**config.mk**
```make
export PLATFORM = sky130hd
export DESIGN_NAME = mips_mult_unit_flat
export DESIGN_NICKNAME = d
export VERILOG_FILES = /design/src/rtl/mips_mult_unit_pkg.sv /design/src/rtl/mips_mult_unit_if.sv /design/src/rtl/mips_mult_unit_33bit_adder.sv /design/src/rtl/mips_mult_unit.sv /design/src/flat_wrapper.sv
export SDC_FILE = /design/constraint.sdc
export NUM_CORES = 1
export LEC_CHECK = 0
export ABC_CLOCK_PERIOD_IN_PS = 3100
export CAP_MARGIN = 20
export CORE_ASPECT_RATIO = 2
export CORE_MARGIN = 2
export CORE_UTILIZATION = 40
export DETAILED_ROUTE_END_ITERATION = 8
export PLACE_DENSITY = 0.61
export SETUP_SLACK_MARGIN = 0.2
export SLEW_MARGIN = 20
export SYNTH_ARGS = -nofsm -noshare
export SYNTH_HDL_FRONTEND = slang
export SYNTH_SLANG_ARGS = --single-unit
export TNS_END_PERCENT = 5
```
**constraint.sdc**
```tcl
create_clock -name clk -period 3.1 [get_ports clk]
set_input_delay 0.62 -clock clk [delete_from_list [all_inputs] [get_ports clk]]
set_output_delay 0.62 -clock clk [all_outputs]
set_load 0.02 [all_outputs]
```
**src/rtl/mips_mult_unit_pkg.sv**
```systemverilog
// Shared types and defaults for the sequential MULT/MULTU unit.
// Holds the FSM state encoding and the default operand and counter widths.
package mips_mult_unit_pkg;

    localparam int DEFAULT_WIDTH = 32;
    localparam int DEFAULT_CNT_W = 6;

    typedef enum logic [1:0] {
        IDLE = 2'd0,
        CALC = 2'd1,
        SIGN = 2'd2
    } state_t;

endpackage

```
**src/rtl/mips_mult_unit_if.sv**
```systemverilog
// Request/response bundle between pipeline control and the multiplier.
// Control drives the operands; the multiplier returns busy, done and the HI/LO product.
interface mips_mult_unit_if
    import mips_mult_unit_pkg::*;
#(
    parameter int WIDTH = DEFAULT_WIDTH
);
    logic             start;
    logic             is_signed;
    logic [WIDTH-1:0] a;
    logic [WIDTH-1:0] b;
    logic             busy;
    logic             done;
    logic [WIDTH-1:0] hi;
    logic [WIDTH-1:0] lo;

    modport master (
        output start, is_signed, a, b,
        input  busy, done, hi, lo
    );

    modport slave (
        input  start, is_signed, a, b,
        output busy, done, hi, lo
    );
endinterface

```
**src/rtl/mips_mult_unit_33bit_adder.sv**
```systemverilog
// Accumulate-step adder: two N-bit operands give an (N+1)-bit sum.
// The carry-out becomes the top bit that the shift brings into the accumulator.
module mips_mult_unit_33bit_adder #(
    parameter int N = 32
) (
    input  logic [N-1:0] x,
    input  logic [N-1:0] y,
    output logic [N-1:0] sum,
    output logic         cout
);
    assign {cout, sum} = {1'b0, x} + {1'b0, y};
endmodule

```
**src/rtl/mips_mult_unit.sv**
```systemverilog
// Shift-and-add multiplier for MULT/MULTU: operands in, 64-bit HI/LO out 34 cycles later.
// Works on magnitudes and applies the sign once at the end, so signed and unsigned share one loop.
module mips_mult_unit
    import mips_mult_unit_pkg::*;
#(
    parameter int WIDTH = DEFAULT_WIDTH,
    parameter int CNT_W = DEFAULT_CNT_W
) (
    input logic             clk,
    input logic             rst,
    mips_mult_unit_if.slave bus
);
    state_t                 state_reg, state_next;
    logic [CNT_W-1:0]       cnt_reg, cnt_next;
    logic [WIDTH-1:0]       mcand_reg, mcand_next;
    logic [WIDTH-1:0]       mplier_reg, mplier_next;
    logic [WIDTH-1:0]       acc_reg, acc_next;
    logic                   neg_reg, neg_next;
    logic                   busy_reg, busy_next;
    logic                   done_reg, done_next;
    logic [WIDTH-1:0]       hi_reg, hi_next;
    logic [WIDTH-1:0]       lo_reg, lo_next;

    logic [WIDTH-1:0]       a_mag;
    logic [WIDTH-1:0]       b_mag;
    logic [WIDTH-1:0]       addend;
    logic [WIDTH-1:0]       add_sum;
    logic                   add_cout;
    logic [2*WIDTH-1:0]     product;
    logic [2*WIDTH-1:0]     product_neg;

    // The most negative value maps onto itself, which is its correct unsigned magnitude.
    assign a_mag = (bus.is_signed && bus.a[WIDTH-1]) ? (~bus.a + 1'b1) : bus.a;
    assign b_mag = (bus.is_signed && bus.b[WIDTH-1]) ? (~bus.b + 1'b1) : bus.b;

    assign addend = mplier_reg[0] ? mcand_reg : '0;

    mips_mult_unit_33bit_adder #(.N(WIDTH)) u_adder (
        .x    (acc_reg),
        .y    (addend),
        .sum  (add_sum),
        .cout (add_cout)
    );

    assign product     = {acc_reg, mplier_reg};
    assign product_neg = ~product + 1'b1;

    always_comb begin
        state_next  = state_reg;
        cnt_next    = cnt_reg;
        mcand_next  = mcand_reg;
        mplier_next = mplier_reg;
        acc_next    = acc_reg;
        neg_next    = neg_reg;
        busy_next   = busy_reg;
        done_next   = 1'b0;
        hi_next     = hi_reg;
        lo_next     = lo_reg;

        case (state_reg)
            IDLE: begin
                if (bus.start) begin
                    mcand_next  = a_mag;
                    mplier_next = b_mag;
                    neg_next    = bus.is_signed & (bus.a[WIDTH-1] ^ bus.b[WIDTH-1]);
                    acc_next    = '0;
                    cnt_next    = '0;
                    busy_next   = 1'b1;
                    state_next  = CALC;
                end
            end
            CALC: begin
                // Shift {carry, acc, mplier} right: the consumed multiplier bit drops out
                // and the low accumulator bit moves into the freed top of mplier.
                acc_next    = {add_cout, add_sum[WIDTH-1:1]};
                mplier_next = {add_sum[0], mplier_reg[WIDTH-1:1]};
                cnt_next    = cnt_reg + 1'b1;
                if (cnt_reg == CNT_W'(WIDTH - 1)) begin
                    state_next = SIGN;
                end
            end
            SIGN: begin
                {hi_next, lo_next} = neg_reg ? product_neg : product;
                done_next  = 1'b1;
                busy_next  = 1'b0;
                state_next = IDLE;
            end
            default: begin
                state_next = IDLE;
            end
        endcase
    end

    always_ff @(posedge clk) begin
        if (rst) begin
            state_reg  <= IDLE;
            cnt_reg    <= '0;
            mcand_reg  <= '0;
            mplier_reg <= '0;
            acc_reg    <= '0;
            neg_reg    <= 1'b0;
            busy_reg   <= 1'b0;
            done_reg   <= 1'b0;
            hi_reg     <= '0;
            lo_reg     <= '0;
        end else begin
            state_reg  <= state_next;
            cnt_reg    <= cnt_next;
            mcand_reg  <= mcand_next;
            mplier_reg <= mplier_next;
            acc_reg    <= acc_next;
            neg_reg    <= neg_next;
            busy_reg   <= busy_next;
            done_reg   <= done_next;
            hi_reg     <= hi_next;
            lo_reg     <= lo_next;
        end
    end

    assign bus.busy = busy_reg;
    assign bus.done = done_reg;
    assign bus.hi   = hi_reg;
    assign bus.lo   = lo_reg;
endmodule

```
**src/flat_wrapper.sv**
```systemverilog
// flat-port wrapper written by rule: the top's interface ports become plain ports
module mips_mult_unit_flat import mips_mult_unit_pkg::*;
#(
    parameter int WIDTH = DEFAULT_WIDTH,
    parameter int CNT_W = DEFAULT_CNT_W
)
  (clk, rst, bus_start, bus_is_signed, bus_a, bus_b, bus_busy, bus_done, bus_hi, bus_lo);
  mips_mult_unit_if #(.WIDTH(WIDTH)) bus_i ();
  input logic clk;
  input logic rst;
  input wire logic [$bits(bus_i.start)-1:0] bus_start;
  input wire logic [$bits(bus_i.is_signed)-1:0] bus_is_signed;
  input wire logic [$bits(bus_i.a)-1:0] bus_a;
  input wire logic [$bits(bus_i.b)-1:0] bus_b;
  output wire logic [$bits(bus_i.busy)-1:0] bus_busy;
  output wire logic [$bits(bus_i.done)-1:0] bus_done;
  output wire logic [$bits(bus_i.hi)-1:0] bus_hi;
  output wire logic [$bits(bus_i.lo)-1:0] bus_lo;
  assign bus_i.start = bus_start;
  assign bus_i.is_signed = bus_is_signed;
  assign bus_i.a = bus_a;
  assign bus_i.b = bus_b;
  assign bus_busy = bus_i.busy;
  assign bus_done = bus_i.done;
  assign bus_hi = bus_i.hi;
  assign bus_lo = bus_i.lo;
  mips_mult_unit #(.WIDTH(WIDTH), .CNT_W(CNT_W)) u_core (.clk(clk), .rst(rst), .bus(bus_i));
endmodule
```
==> reports/results.ini, run 1 <==
[floorplanning]
die_h_um=232
row_count=83
num_io_pins=134
start_util=0.406
dieArea_um2=27400
core_um2=25700
die_w_um=118

[synthesis]
yosysTopAreaCell=dfxtp_1
synthCells=1312
synth_xor_area_frac=0.119
netlist_top_cells_area=dfxtp_1 (33%), xor2_1 (8.0%), nor2_1 (5.8%)
syn-num-nets=1417
yosys_warnings=0
yosysSeqAreaShare=0.329
ys.flop_type=dfxtp_1
synth_fa_ha_area_frac=0.0452
ys_types=70
avgSynthCellArea_um2=7.94
synthMuxAreaShare=0.00204
synth_edf_count=0
synthesis.area_um2=10400
synth.top_cell.area_share=0.329
synth-simple-area-share=0.228
ys_async_sr_fraction=0
synth_top_family_by_area=compound AO/OA/AOI/OAI gates
synth_compound_area_frac=0.240
synth-seq-cells=171

[routing]
wire_per_inst_um=19.6
drt_wl_total_um=37700
drc=0
drtPass1Iterations=7
num_vias=10739
drt_iter0_drc=642
ant_nets=0
via_per_inst=5.60

[pwr]
leakage_nw=5.28
comb_power_share=0.186
clock_power_share=0.391
p_int_mw=3.88
p_sw_frac=0.303
power_density_nw_per_um2=396
switchingPower_mw=1.69
p_seq_frac=0.424
peakVddDrop_mv=0.328

[setup_path]
cp_cell_sequence=or4_1 -> nor4_2 -> nand4_1 -> or3_2 -> o41ai_4 -> xor2_1 -> o21ai_0
crit_buf_inv=0
slowest_stage=or4_1
crit_required_ns=3.43
critPathArrivalTime_ns=3.25
critPathLaunchType=flip-flop
path_class=reg -> reg
endpoint_kind=flip-flop
worst-path-max-fanout=4
critPathTopFamily=simple AND/OR/NAND/NOR gates
slowest_delay_ns=0.74

[timing]
setup_viol=0
slew-limit-headroom=0.473
rsz0062_at_grt=yes
finalCritPeriodShare=0.944
clock_skew_ns=0.0127
drv_slew=0
fmax_mhz=342
finalHoldViolCount=0
final.min_clock_period_ns=2.93
worst_pin_slew_ns=0.784
tns_ns=0

[finish]
fillCellCount=2539
drive_above_1_share=0.181
final_core_util=0.549
nets=1669
area_growth_pct=35.1

[grt]
grt-ovfl-total=0
grt_use_total=0.272
grt_pass1_vias=10638
antenna_found_initial=2
grt_max_degree=65
grt_pass1_wl_um=57400

[clock_network]
numCtsBuffers=17
path_clk_slew_ns=0.07
clockBufferDepth=2
cts.hold.buffers_added=0
cts_tree=built
h-tree-depth=4
cts_root_buffer=clkbuf_16
clk_latency_ns=0.46
clkSinkCount=171

[worst_hold_path]
worstHoldPathType=reg -> reg

[placement]
hpwl_um=30000
gp_congestion=0.945
port_buffers=133

[outcome]
status=complete, no violations

[run]
drv_cap=0

-- repair_timing --
item	CTS	global route
endpoints found under the setup margin	42	44
gates resized for setup	16	42
pin swaps	8	23
setup buffers	0	8
-- cell families after synthesis --
kind of cell	Yosys count
adder cells (fa/ha/maj)	37
multiplexers	2
flip-flops	171
buffers and inverters	101
AND/OR/NAND/NOR	481
AO/OA/AOI/OAI	379
XOR/XNOR	141
-- cell type report --
class	count	area, um^2	share of cell area
Clock inverter	14	156	0.0111
Sequential cell	171	3430	0.244
Inverter	20	75.1	0.00533
Timing Repair Buffer	314	2710	0.192
Multi-Input combinational cell	1040	6850	0.487
Tap cell	340	425	0.0302
Clock buffer	18	429	0.0305
Antenna cell	2	5.00	0.000356
-- power by group through the flow --
stage | Combinational, mW | Sequential (mW) | Clock (mW)
2_1_floorplan | 0.567 | 2.38 | 0
3_3_place_gp | 0.979 | 2.41 | 0
3_5_place_dp | 0.987 | 2.41 | 0
4_1_cts | 1.00 | 2.36 | 2.22
5_1_grt | 1.13 | 2.37 | 2.31
6_report | 1.03 | 2.36 | 2.17
-- synthesized netlist by cell type, drive strengths merged (4+ instances only) --
library cell / number
nand2b: 13
nand2: 127
or2: 9
ha: 36
nor3: 27
or4: 23
a211oi: 58
nand3b: 5
and3: 4
xnor2: 46
inv: 20
o21bai: 7
a21oi: 75
o22ai: 6
clkbuf: 77
and2: 36
nand4: 10
o41ai: 12
nor2: 161
nor4: 13
buf: 4
a222oi: 29
xor2: 95
dfxtp: 171
a311oi: 4
a21o: 8
nor3b: 5
o21ai: 112
or3: 19
o31ai: 34
a31oi: 7
nor2b: 7
nand3: 18
-- metrics by stage --
step | instance area [um^2] | worst slack [ns] | power, mW | cells | hold slack, ns
3_5_place_dp | 13200 | -0.433 | 3.39 | 1877 | 0.446
5_1_grt | 14100 | 0.0852 | 5.80 | 1919 | 0.491
2_1_floorplan | 10400 | 0.217 | 2.95 | 1312 | 0.417
4_1_cts | 13800 | 0.140 | 5.58 | 1909 | 0.461
3_3_place_gp | 13200 | -0.424 | 3.38 | 1877 | 0.437
6_report | 14100 | 0.175 | 5.57 | 1919 | 0.454
-- layer usage --
layer / GRT usage / vias up / wire [um]
li1: - / 5275 / -
met1: 0.245 / 5084 / 12500
met2: 0.536 / 259 / 21000
met3: 0.0408 / 121 / 1140
met4: 0.201 / 0 / 3060
met5: 0 / - / 0
-- tightest hold or removal path: cells and delay by family, from the launching register on --
family           cells  cell delay, ns
AO/OA/AOI/OAI        1            0.05
flip-flops           1            0.32
AND/OR/NAND/NOR      1            0.04
-- final timing paths --
kind | startpoint | to | slack, ns | cells past startpoint
max | u_core.acc_reg[7] | u_core.bus.hi[31] | 0.17 | 7
min | u_core.bus.hi[18] | u_core.bus.hi[18] | 0.45 | 2
max reg2reg | u_core.acc_reg[7] | u_core.bus.hi[31] | 0.17 | 7
min reg2reg | u_core.bus.hi[18] | u_core.bus.hi[18] | 0.45 | 2
-- layout by cell type, fill, tap and decap left out, types with 6 or more instances in the layout --
cell	n
buf_4	177
o21ai_0	102
a211oi_1	58
ha_1	28
nand2_1	127
and2_1	33
or3_1	14
xnor2_1	45
a222oi_1	29
clkbuf_16	17
ha_4	6
o31ai_1	33
nor2_1	159
or4_4	8
nor4_1	10
inv_1	19
clkdlybuf4s50_1	132
nand4_1	8
a21o_1	8
a21oi_2	7
dfxtp_1	169
o21bai_1	6
a31oi_1	7
xor2_1	95
o21ai_1	9
nand2b_1	13
nand3_1	18
nor3_1	21
or4_1	15
a21oi_1	68
or2_2	7
o41ai_1	11
No activity file was read; power rests on OpenSTA's default activity.
==> run 2, diff against run 1 <==
--- a/config.mk
+++ b/config.mk
@@ -11,6 +11,7 @@
 export CORE_MARGIN = 2
 export CORE_UTILIZATION = 40
 export DETAILED_ROUTE_END_ITERATION = 8
+export GPL_ROUTABILITY_DRIVEN = 0
 export PLACE_DENSITY = 0.61
 export SETUP_SLACK_MARGIN = 0.2
 export SLEW_MARGIN = 20
==> run 2 against run 1 <==
  * Largest power group unchanged
  * Count of clock-buffer cells in the layout stayed put
  * Final cell count is 1.9% lower
  * Design area is 2.2% lower
  * Largest cell class unchanged
==> reports/results.ini, run 2 (same netlist as run 1, synthesis figures left out) <==
[outcome]
status=complete, no violations

[grt]
grt_pass1_vias=10412  ; -2.1%
antenna_found_initial=2  ; unchanged
grt_use_total=0.262  ; -0.0102
grt-ovfl-total=0  ; unchanged
grt_max_degree=76  ; +17%
grt_pass1_wl_um=55900  ; -2.6%

[pwr]
peakVddDrop_mv=0.343  ; +4.8%
switchingPower_mw=1.69  ; about the same
p_seq_frac=0.424  ; about the same
p_int_mw=3.90  ; +0.44%
p_sw_frac=0.302  ; -0.000993
clock_power_share=0.400  ; +0.009
leakage_nw=5.17  ; -2.0%
power_density_nw_per_um2=406  ; +2.6%
comb_power_share=0.176  ; -0.010

[clock_network]
path_clk_slew_ns=0.08  ; about the same
cts.hold.buffers_added=0  ; unchanged
cts_tree=built
h-tree-depth=4  ; unchanged
numCtsBuffers=17  ; unchanged
clk_latency_ns=0.45  ; about the same
cts_root_buffer=clkbuf_16
clockBufferDepth=2  ; unchanged
clkSinkCount=171  ; unchanged

[floorplanning]
die_w_um=118  ; unchanged
core_um2=25700  ; unchanged
die_h_um=232  ; unchanged
num_io_pins=134  ; unchanged
dieArea_um2=27400  ; unchanged
start_util=0.406  ; unchanged
row_count=83  ; unchanged

[routing]
drt_wl_total_um=35700  ; -5.1%
drt_iter0_drc=652  ; +1.6%
num_vias=10588  ; -1.4%
via_per_inst=5.62  ; +0.48%
drc=0  ; unchanged
drtPass1Iterations=6  ; -1
wire_per_inst_um=19.0  ; -3.3%
ant_nets=0  ; unchanged

[timing]
drv_slew=0  ; unchanged
setup_viol=0  ; unchanged
clock_skew_ns=0.0108  ; -0.00188 ns
finalCritPeriodShare=0.930  ; -0.0134
fmax_mhz=347  ; +1.4%
worst_pin_slew_ns=0.644  ; -0.140 ns
slew-limit-headroom=0.566  ; +0.0937
finalHoldViolCount=0  ; unchanged
rsz0062_at_grt=yes
final.min_clock_period_ns=2.88  ; -0.0416 ns

[worst_hold_path]
worstHoldPathType=reg -> reg

[finish]
fin_area_um2=13800  ; -2.2%
mostFrequentLayoutCell=dfxtp_1
final_core_util=0.537  ; -0.0122
most-common-layout-cells=dfxtp_1 (169), nor2_1 (158), buf_4 (141), clkdlybuf4s50_1 (129), nand2_1 (127)
drive_above_1_share=0.154  ; -0.0269
nets=1633  ; -2.2%
area_growth_pct=32.1
regArea_um2=3430  ; unchanged
fillCellCount=2446  ; -3.7%
multi_input_area_um2=6740  ; -1.6%

[placement]
port_buffers=133  ; unchanged
post_dp_cell_area_um2=13000  ; -1.5%
hpwl_um=28300  ; -5.5%

[setup_path]
critPathLaunchType=flip-flop
path_class=reg -> reg
crit_required_ns=3.42  ; about the same
endpoint_kind=flip-flop
critPathArrivalTime_ns=3.20  ; -0.05 ns
worst-path-max-fanout=6  ; +2

[run]
drv_cap=0  ; unchanged

## run 2: cell types whose count changed in the layout (fill, tap and decap cells not counted), sizes merged
cell and change:
clkdlybuf4s50 -3, clkinv +2, clkbuf -1, dlymetal6s2s +3, clkinvlp -3, inv +1, buf -35
## run 2: worst paths after layout
kind	from	cells after the start	end	slack (ns)
min	u_core.bus.hi[17]	2	u_core.bus.hi[17]	0.45
min reg2reg	u_core.bus.hi[17]	2	u_core.bus.hi[17]	0.45
max reg2reg	u_core.mplier_reg[0]	8	u_core.bus.hi[31]	0.22
max	u_core.mplier_reg[0]	8	u_core.bus.hi[31]	0.22
## run 2: final cells by class
cell class / instances / share of cell area
sequential: 171 / 0.249
antenna: 2 / 0.000364
tap: 340 / 0.0309
clock inverter: 14 / 0.0124
inverter: 20 / 0.00546
clock buffer: 18 / 0.0319
multi-input combinational: 1040 / 0.490
timing repair buffer: 278 / 0.180
## run 2: power by group through the flow
stage | clock (mW) | sequential, mW | combinational (mW)
after floorplan | 0 | 2.38 | 0.567
after global placement | 0 | 2.42 | 0.950
after detailed placement | 0 | 2.42 | 0.959
after CTS | 2.28 | 2.37 | 0.975
after global routing | 2.37 | 2.38 | 1.08
final | 2.23 | 2.37 | 0.983
## run 2: repair_timing
item | CTS | global route
setup endpoints to repair | 35 | 40
gates resized for setup | 10 | 28
setup buffers | 0 | 3
pin swaps | 1 | 16
## run 2: metal layers
layer | part of all wire | track usage
met1 | 0.34 | 0.243
met2 | 0.56 | 0.520
met3 | 0.031 | 0.0354
met4 | 0.074 | 0.170
met5 | 0 | 0
## run 2: stage by stage
stage,setup TNS (ns),instances,setup WS [ns],hold WS [ns],total power [mW]
2_1_floorplan,0,1312,0.217,0.417,2.95
3_3_place_gp,-3.20,1846,-0.422,0.437,3.37
3_5_place_dp,-3.49,1846,-0.430,0.441,3.38
4_1_cts,0,1878,0.146,0.453,5.62
5_1_grt,0,1883,0.122,0.476,5.83
6_report,0,1883,0.216,0.450,5.58
## run 2: critical path, stage by stage, from the launching register on
cell     delay (ns)
dfxtp_4        0.38
buf_4          0.16
or4_4          0.57
nor3_4         0.22
nand4_2        0.22
or3_2          0.49
o41ai_1        0.38
xor2_1         0.23
o21ai_0        0.09
